===== src/rtl/gpsreceiver2_pkg.sv =====
// Shared constants and state encoding for the GPS-SDR sample capture stage.
package gpsreceiver2_pkg;

    localparam int SPW  = 16;
    localparam int AW   = 11;
    localparam int DW   = 2 * SPW;
    localparam int IDXW = $clog2(SPW);
    localparam int CW   = AW + 1;

    // Within each 2-bit sample slot: sign in the upper bit, magnitude in the lower.
    localparam logic SIGN_OFS = 1'b1;
    localparam logic MAG_OFS  = 1'b0;

    localparam logic [CW-1:0] MAX_WORDS = {1'b1, {AW{1'b0}}};

    typedef enum logic [1:0] {
        ST_IDLE,
        ST_ARMED,
        ST_CAPTURE,
        ST_DONE
    } state_e;

endpackage


===== src/rtl/gpsreceiver2_packer.sv =====
// Packs one {sign, mag} sample per enabled cycle into a 32-bit word, first sample in bits [1:0].
module gpsreceiver2_packer
    import gpsreceiver2_pkg::*;
(
    input  logic          rxb0_clk,
    input  logic          r_reset,
    input  logic          clear,
    input  logic          en,
    input  logic          sign,
    input  logic          mag,
    output logic [DW-1:0] word,
    output logic          word_valid
);

    logic [DW-1:0]   shreg;
    logic [IDXW-1:0] idx;

    // word already includes the sample arriving this cycle, so it is complete when idx is the last slot.
    always_comb begin
        word                  = shreg;
        word[{idx, SIGN_OFS}] = sign;
        word[{idx, MAG_OFS}]  = mag;
        word_valid            = en && (idx == IDXW'(SPW - 1));
    end

    always_ff @(posedge rxb0_clk) begin
        if (r_reset || clear) begin
            shreg <= '0;
            idx   <= '0;
        end else if (en) begin
            shreg <= word;
            idx   <= idx + IDXW'(1);
        end
    end

endmodule


===== src/rtl/gpsreceiver2_sampler.sv =====
// Capture control: start/arm/capture/done FSM, word counting and buffer write strobes.
module gpsreceiver2_sampler
    import gpsreceiver2_pkg::*;
(
    input  logic          rxb0_clk,
    input  logic          r_reset,
    input  logic          fe_sign,
    input  logic          fe_mag,
    input  logic          ctl_start,
    input  logic          ctl_trig_en,
    input  logic [AW-1:0] ctl_len,
    input  logic          ext_trig,
    output logic          addr_clear,
    output logic          rxb0_we,
    output logic [DW-1:0] rxb0_dat,
    output logic          busy,
    output logic          done,
    output logic          start_ignored
);

    state_e          state, state_next;
    logic [AW-1:0]   len_q;
    logic [CW-1:0]   word_cnt;
    logic [CW-1:0]   len_eff;
    logic            trig_prev;
    logic            trig_edge;
    logic            start_accept;
    logic            pack_en;
    logic [DW-1:0]   pack_word;
    logic            pack_valid;

    gpsreceiver2_packer u_packer (
        .rxb0_clk   (rxb0_clk),
        .r_reset    (r_reset),
        .clear      (start_accept),
        .en         (pack_en),
        .sign       (fe_sign),
        .mag        (fe_mag),
        .word       (pack_word),
        .word_valid (pack_valid)
    );

    always_comb begin
        state_next   = state;
        start_accept = 1'b0;
        pack_en      = 1'b0;
        trig_edge    = ext_trig && !trig_prev;
        len_eff      = (len_q == '0) ? MAX_WORDS : {1'b0, len_q};
        case (state)
            ST_IDLE, ST_DONE: begin
                if (ctl_start) begin
                    start_accept = 1'b1;
                    state_next   = ctl_trig_en ? ST_ARMED : ST_CAPTURE;
                end
            end
            ST_ARMED: begin
                if (trig_edge) state_next = ST_CAPTURE;
            end
            ST_CAPTURE: begin
                pack_en = 1'b1;
                // Leave on the edge that launches the final write; later samples are dropped.
                if (pack_valid && ((word_cnt + CW'(1)) == len_eff)) state_next = ST_DONE;
            end
            default: state_next = ST_IDLE;
        endcase
    end

    assign busy = (state == ST_ARMED) || (state == ST_CAPTURE);

    always_ff @(posedge rxb0_clk) begin
        if (r_reset) begin
            state         <= ST_IDLE;
            len_q         <= '0;
            word_cnt      <= '0;
            trig_prev     <= 1'b0;
            addr_clear    <= 1'b0;
            rxb0_we       <= 1'b0;
            rxb0_dat      <= '0;
            done          <= 1'b0;
            start_ignored <= 1'b0;
        end else begin
            state      <= state_next;
            trig_prev  <= ext_trig;
            addr_clear <= start_accept;
            rxb0_we    <= pack_valid;
            if (pack_valid) rxb0_dat <= pack_word;
            if (start_accept) begin
                len_q    <= ctl_len;
                word_cnt <= '0;
                done     <= 1'b0;
            end else begin
                if (pack_valid) word_cnt <= word_cnt + CW'(1);
                if (state == ST_DONE) done <= 1'b1;
            end
            if (ctl_start && busy) start_ignored <= 1'b1;
        end
    end

endmodule

===== config.mk =====
export PLATFORM = sky130hd
export DESIGN_NAME = gpsreceiver2_sampler
export DESIGN_NICKNAME = d
export VERILOG_FILES = /design/src/rtl/gpsreceiver2_pkg.sv /design/src/rtl/gpsreceiver2_packer.sv /design/src/rtl/gpsreceiver2_sampler.sv
export SDC_FILE = /design/constraint.sdc
export NUM_CORES = 1
export LEC_CHECK = 0
export BUFFER_PORTS_ARGS = -buffer_cell sky130_fd_sc_hd__clkbuf_2
export CAP_MARGIN = 25
export CORE_UTILIZATION = 51
export CTS_CLUSTER_DIAMETER = 30
export DETAILED_ROUTE_END_ITERATION = 8
export PLACE_DENSITY = 0.72
export SLEW_MARGIN = 0
export SYNTH_ARGS = -nofsm -noshare
export SYNTH_HDL_FRONTEND = slang
export SYNTH_SLANG_ARGS = --single-unit

===== constraint.sdc =====
create_clock -name rxb0_clk -period 3.1 [get_ports rxb0_clk]
set_clock_uncertainty 0.1 [all_clocks]
set_input_delay 0.155 -clock rxb0_clk [delete_from_list [all_inputs] [get_ports rxb0_clk]]
set_output_delay 0.155 -clock rxb0_clk [all_outputs]
set_load 0.05 [all_outputs]

**After elaboration in Yosys (flattened, before gate mapping)**

Index checks and enable logic that the tools add are counted.

- $add $sub $neg: 2
- Multiply operators: 0
- Divide/modulo/power cells: 0
- $lt $le $gt $ge: 4
- Eq/ne operators: 8
- Shifts and indexed selects: 0
- Mux-type cells: 15
- Bitwise operators: 0
- Reduce and logical (&&, ||, !) cells: 14

Operators by type and width:

| operator | number |
|---|---|
| bitwise mux 32 bit | 2 |
| adder 12 x 1 -> 12 bit (second input constant) | 1 |
| == test 12 bit | 1 |
| < comparator 5 x 6 -> 1 bit (second input constant) | 2 |
| two-way mux 12 bit | 1 |
| zero test 11 bit | 1 |
| >= comparator 5 x 1 -> 1 bit (second input constant) | 2 |
| demux 1 bit (select 4 bit) | 2 |
| two-way mux 2 bit | 4 |
| logical AND 1 bit | 6 |
| inequality test 2 bit (second input constant) | 3 |
| case mux 2 bit (3 select lines) | 1 |
| two-way mux 1 bit | 5 |
| adder 4 x 1 -> 4 bit (second input constant) | 1 |
| == test 2 bit (second input constant) | 2 |
| == test 4 bit (second input constant) | 1 |
| OR reduction 2 bit | 2 |
| AND reduction 3 bit | 1 |
| == test 2 x 1 -> 1 bit (second input constant) | 1 |
| zero test 2 bit | 1 |
| logical OR 1 bit | 2 |
| zero test 1 bit | 1 |

- Bits in registers: 98
- Latch bits: 0
- RAM bits: 0
- ROM bits: 0
- Input bits: 18
- Memories kept: 0

**Depth between registers and ports, before layout**

- Depth after elaboration: 6
- Mapped depth: 8
- Gate-level depth less buffers: 8

**By module**

Synthesis repeated with hierarchy kept, for this count alone.

- Cells, all modules: 509
- Area, all modules: 5008.6 µm²

Modules (own cells, without submodules):

| module | instances | cells each | area an instance (µm²) | seq. area each (µm²) |
|---|---|---|---|---|
| gpsreceiver2_sampler | 1 | 299 | 2715.1 | 1241.2 |
| gpsreceiver2_packer | 1 | 210 | 2293.4 | 720.7 |

**Least setup slack after synthesis**

No wires, ideal clock.

- Kind: register to register
- From: register word_cnt[0]
- To: register state[1]
- Arrival time: 2.058 ns
- Slack: 0.855 ns
- Cell stages (with the launch flop): 8
- Path buffers: 0
- Period minus slack after synthesis: 2.245 ns
- Cell sequence: dfxtp_1 ha_1 nand3_1 or3_1 nand4b_1 or3b_1 a21o_1 a221oi_2

- Cells in the longest elaborated chain, start to end: 5

RTL lines:

| what | line | text |
|---|---|---|
| from (decl) | gpsreceiver2_sampler.sv:23 | `logic [CW-1:0] word_cnt;` |
| from (signal assigned) | gpsreceiver2_sampler.sv:92 | `if (pack_valid) word_cnt <= word_cnt + CW'(1);` |
| adder 12 x 1 -> 12 bit | gpsreceiver2_sampler.sv:62 | `if (pack_valid && ((word_cnt + CW'(1)) == len_eff)) state_next = ST_DONE;` |
| == test 12 bit | gpsreceiver2_sampler.sv:62 |  |
| logical AND 1 bit | gpsreceiver2_sampler.sv:62 |  |
| inequality test 2 bit (no line) | n/a |  |
| AND reduction 3 bit (no line) | n/a |  |
| to (signal assigned) | gpsreceiver2_sampler.sv:82 | `state <= state_next;` |
| to (decl) | gpsreceiver2_sampler.sv:21 | `state_e state, state_next;` |

No other way between the ends.
A chain may end at the register's enable or synchronous reset.

**Worst setup path in the final report**

Ends and elaborated chain as after synthesis.

==> impl_results.md <==
- Area of the multi-input gates: 0.00211 sq mm
- Slew HR: 45.2%
- #FFs+latches synth: 96
- First-pass GRT wire length: 15100 microns
- Overflow after GRT: 0
- GRT Overall Usage: 22.2%
- Final net count: 532
- Post-synthesis sequential area ratio: 45.8%
- Layout cell share with drive strength beyond 1: 16.4%
- Total number of vias: 3345
- Arrival time of the worst setup path: 2740 ps
- Dpl hpwl: 6020 microns
- I/O pins: 55
- Final period util: 82.7%
- Setup_tns: 0 ps
- Die H: 92.7 microns
- # DRC: 0
- Most frequent cell after synthesis: dfxtp_1
- Die width: 92.7 microns
- Placed Cells: 585
- Setup crit end kind: register
- Via-per-instance ratio: 5.46
- Num CTS Buffers: 9
- Synth Flop Type: dfxtp_1
- Synth top cells by count: dfxtp_1 (96), nor2_1 (87), a211oi_1 (61), mux2i_1 (31), nand2_1 (25)
- Maximum clock insertion buffer count: 2
- Post-synth top area share: 45.8%
- CP max FO: 6
- Average cell area after synthesis: 9.18 sq um
- Synth area leader: dfxtp_1
- Port Buf Inserts: 54
- Gpl congestion: 0.902
- Distinct cells, synth: 46
- Routed WL per cell: 14.3 microns
- Area grow syn2layout: 14.8%
- CTS Root Cell: clkbuf_8
- Die footprint: 0.00859 sq mm
- Outcome: finished clean
- Max_cap viols: 0
- Mapped Cells: 457
- Final core utilization: 61.4%
- Yosys warns: 0
- Final setup fails: 0
- Htree depth: 3
- Final antenna-violating net count: 0
- Final hold vios: 0
- Slew Limit Fails: 0
- Antenna cells: 0
- FMAX: 0.390 GHz
- Hold Path Class: in2reg
- CTS tree: done
- Pre-CTS setup slack: 594 ps
- Post-synth ARST share: 0%
- Vias in the first global route: 3154
- Core Area: 0.00785 sq mm
- Starting DRT DRC Count: 150
- Finished Layout Cells: 613
- Largest net degree at the start of global routing: 67
- Later-pin clock latency in the skew report: 360 ps
- Worst VDD drop: 0.460 mV
- Min Clock Period, post-route: 2560 ps
- Final wirelength: 8780 microns
- Pwr Density: 661 mW/mm^2
- Core Rows: 32
- Synth top area cells: dfxtp_1 (46%), a211oi_1 (11%), nor2_1 (7.8%)
- Fillers: 694
- Mapped Area: 0.00419 sq mm
- Clk sinks: 96
- Starting Density: 53.4%
- Pleak: 1.86 nW
- Final WS setup: 536 ps
- Worst-path clk slew: 80 ps
- Initial antenna violation count: 0
- RSZ-0062 raised after global routing: no
- Data required, critical path: 3270 ps
- Pre-antenna DRT Iters: 4
- Worst Tran Pin Value: 822 ps
- WHS: 21.0 ps
- Synth Net Count: 483
- Post-CTS Setup Bufs: 0
- FF+latch area: 0.00192 sq mm
- CP startpoint kind: register
- CP Class: reg2reg
- Post-synth EDFFs: 0
==> placed cells by master (no fill, tap or decap), types with 9 or more instances in the layout <==
cell type	Yosys	final
dfxtp_1	96	96
nor2_1	87	86
a211oi_1	61	61
clkbuf_2	0	54
mux2i_1	31	31
nand2_1	25	25
xnor2_1	18	18
dlygate4sd3_1	0	12
a22o_1	10	10
inv_1	9	9
clkbuf_8	0	9
==> layout make-up <==
cell class,count,share of cell area [%]
inverters,9,0.702
multi-input cells,318,43.7
repair buffers,72,9.56
clock inverters,5,0.702
clock buffers,11,2.73
well taps,102,2.65
flip-flops and latches,96,39.9
==> registers in the layout, summed over array words and instances (netlist names), 2 cells and up <==
name and count:
len_q 11, rxb0_dat 32, state 2, u_packer.idx 4
u_packer.shreg 30, word_cnt 12
==> what timing repair did <==
| item | CTS | global route |
|---|---|---|
| hold buffers | 12 | 0 |
| endpoints found under the hold margin | 12 | 0 |
| resized for setup | 0 | 0 |
==> critical path, cell delays in order, from the launching register on <==
cell and delay, ps:
dfxtp_1 470, ha_1 310, nand3_1 190, or3_1 420
nand4b_1 100, or3b_1 420, a21o_1 210, a221oi_2 270
==> final timing paths <==
kind              slack (ps)                       from                          to  cells after the start
setup / recovery         540   word_cnt[0]$_SDFFE_PP0P_       state[1]$_SDFFE_PP0P_                      7
hold / removal            20                  ctl_start  start_ignored$_SDFFE_PP0P_                      3
setup reg to reg         540   word_cnt[0]$_SDFFE_PP0P_       state[1]$_SDFFE_PP0P_                      7
hold reg to reg          360  rxb0_dat[30]$_SDFFE_PP0P_   rxb0_dat[30]$_SDFFE_PP0P_                      2
==> per-layer routing <==
metal | vias up | wire length, microns | global-route usage [%] | part of all wire [%]
met2 | 52 | 4050 | 35.5 | 46
met1 | 1563 | 4340 | 29.9 | 49
met4 | 0 | 107 | 6.15 | 1.2
met3 | 9 | 284 | 5.25 | 3.2
met5 | - | 0 | 0 | 0
li1 | 1721 | - | - | -
==> through the flow <==
stage	instance area (sq um)	total power [W]
2_1_floorplan	4190	0.00227
3_3_place_gp	4530	0.00244
3_5_place_dp	4530	0.00247
4_1_cts	4810	0.00320
5_1_grt	4810	0.00339
6_report	4810	0.00318
==> logic make-up (layout without fill, tap and decap cells) <==
group,after synthesis,count (layout),synth area share (%)
compound gates,97,97,18.1
xor+xnor,25,25,5.22
fa+ha+maj,8,8,2.39
buf+inv,43,97,4.21
flops,96,96,45.8
mux,31,31,7.40
simple gates,157,157,16.9
==> report_power, final <==
part | internal [W] | switching, W
registers | 0.00141 | 0.000116
logic | 0.000353 | 0.000589
clock network | 0.000291 | 0.000426
No activity file was read; power rests on OpenSTA's default activity.
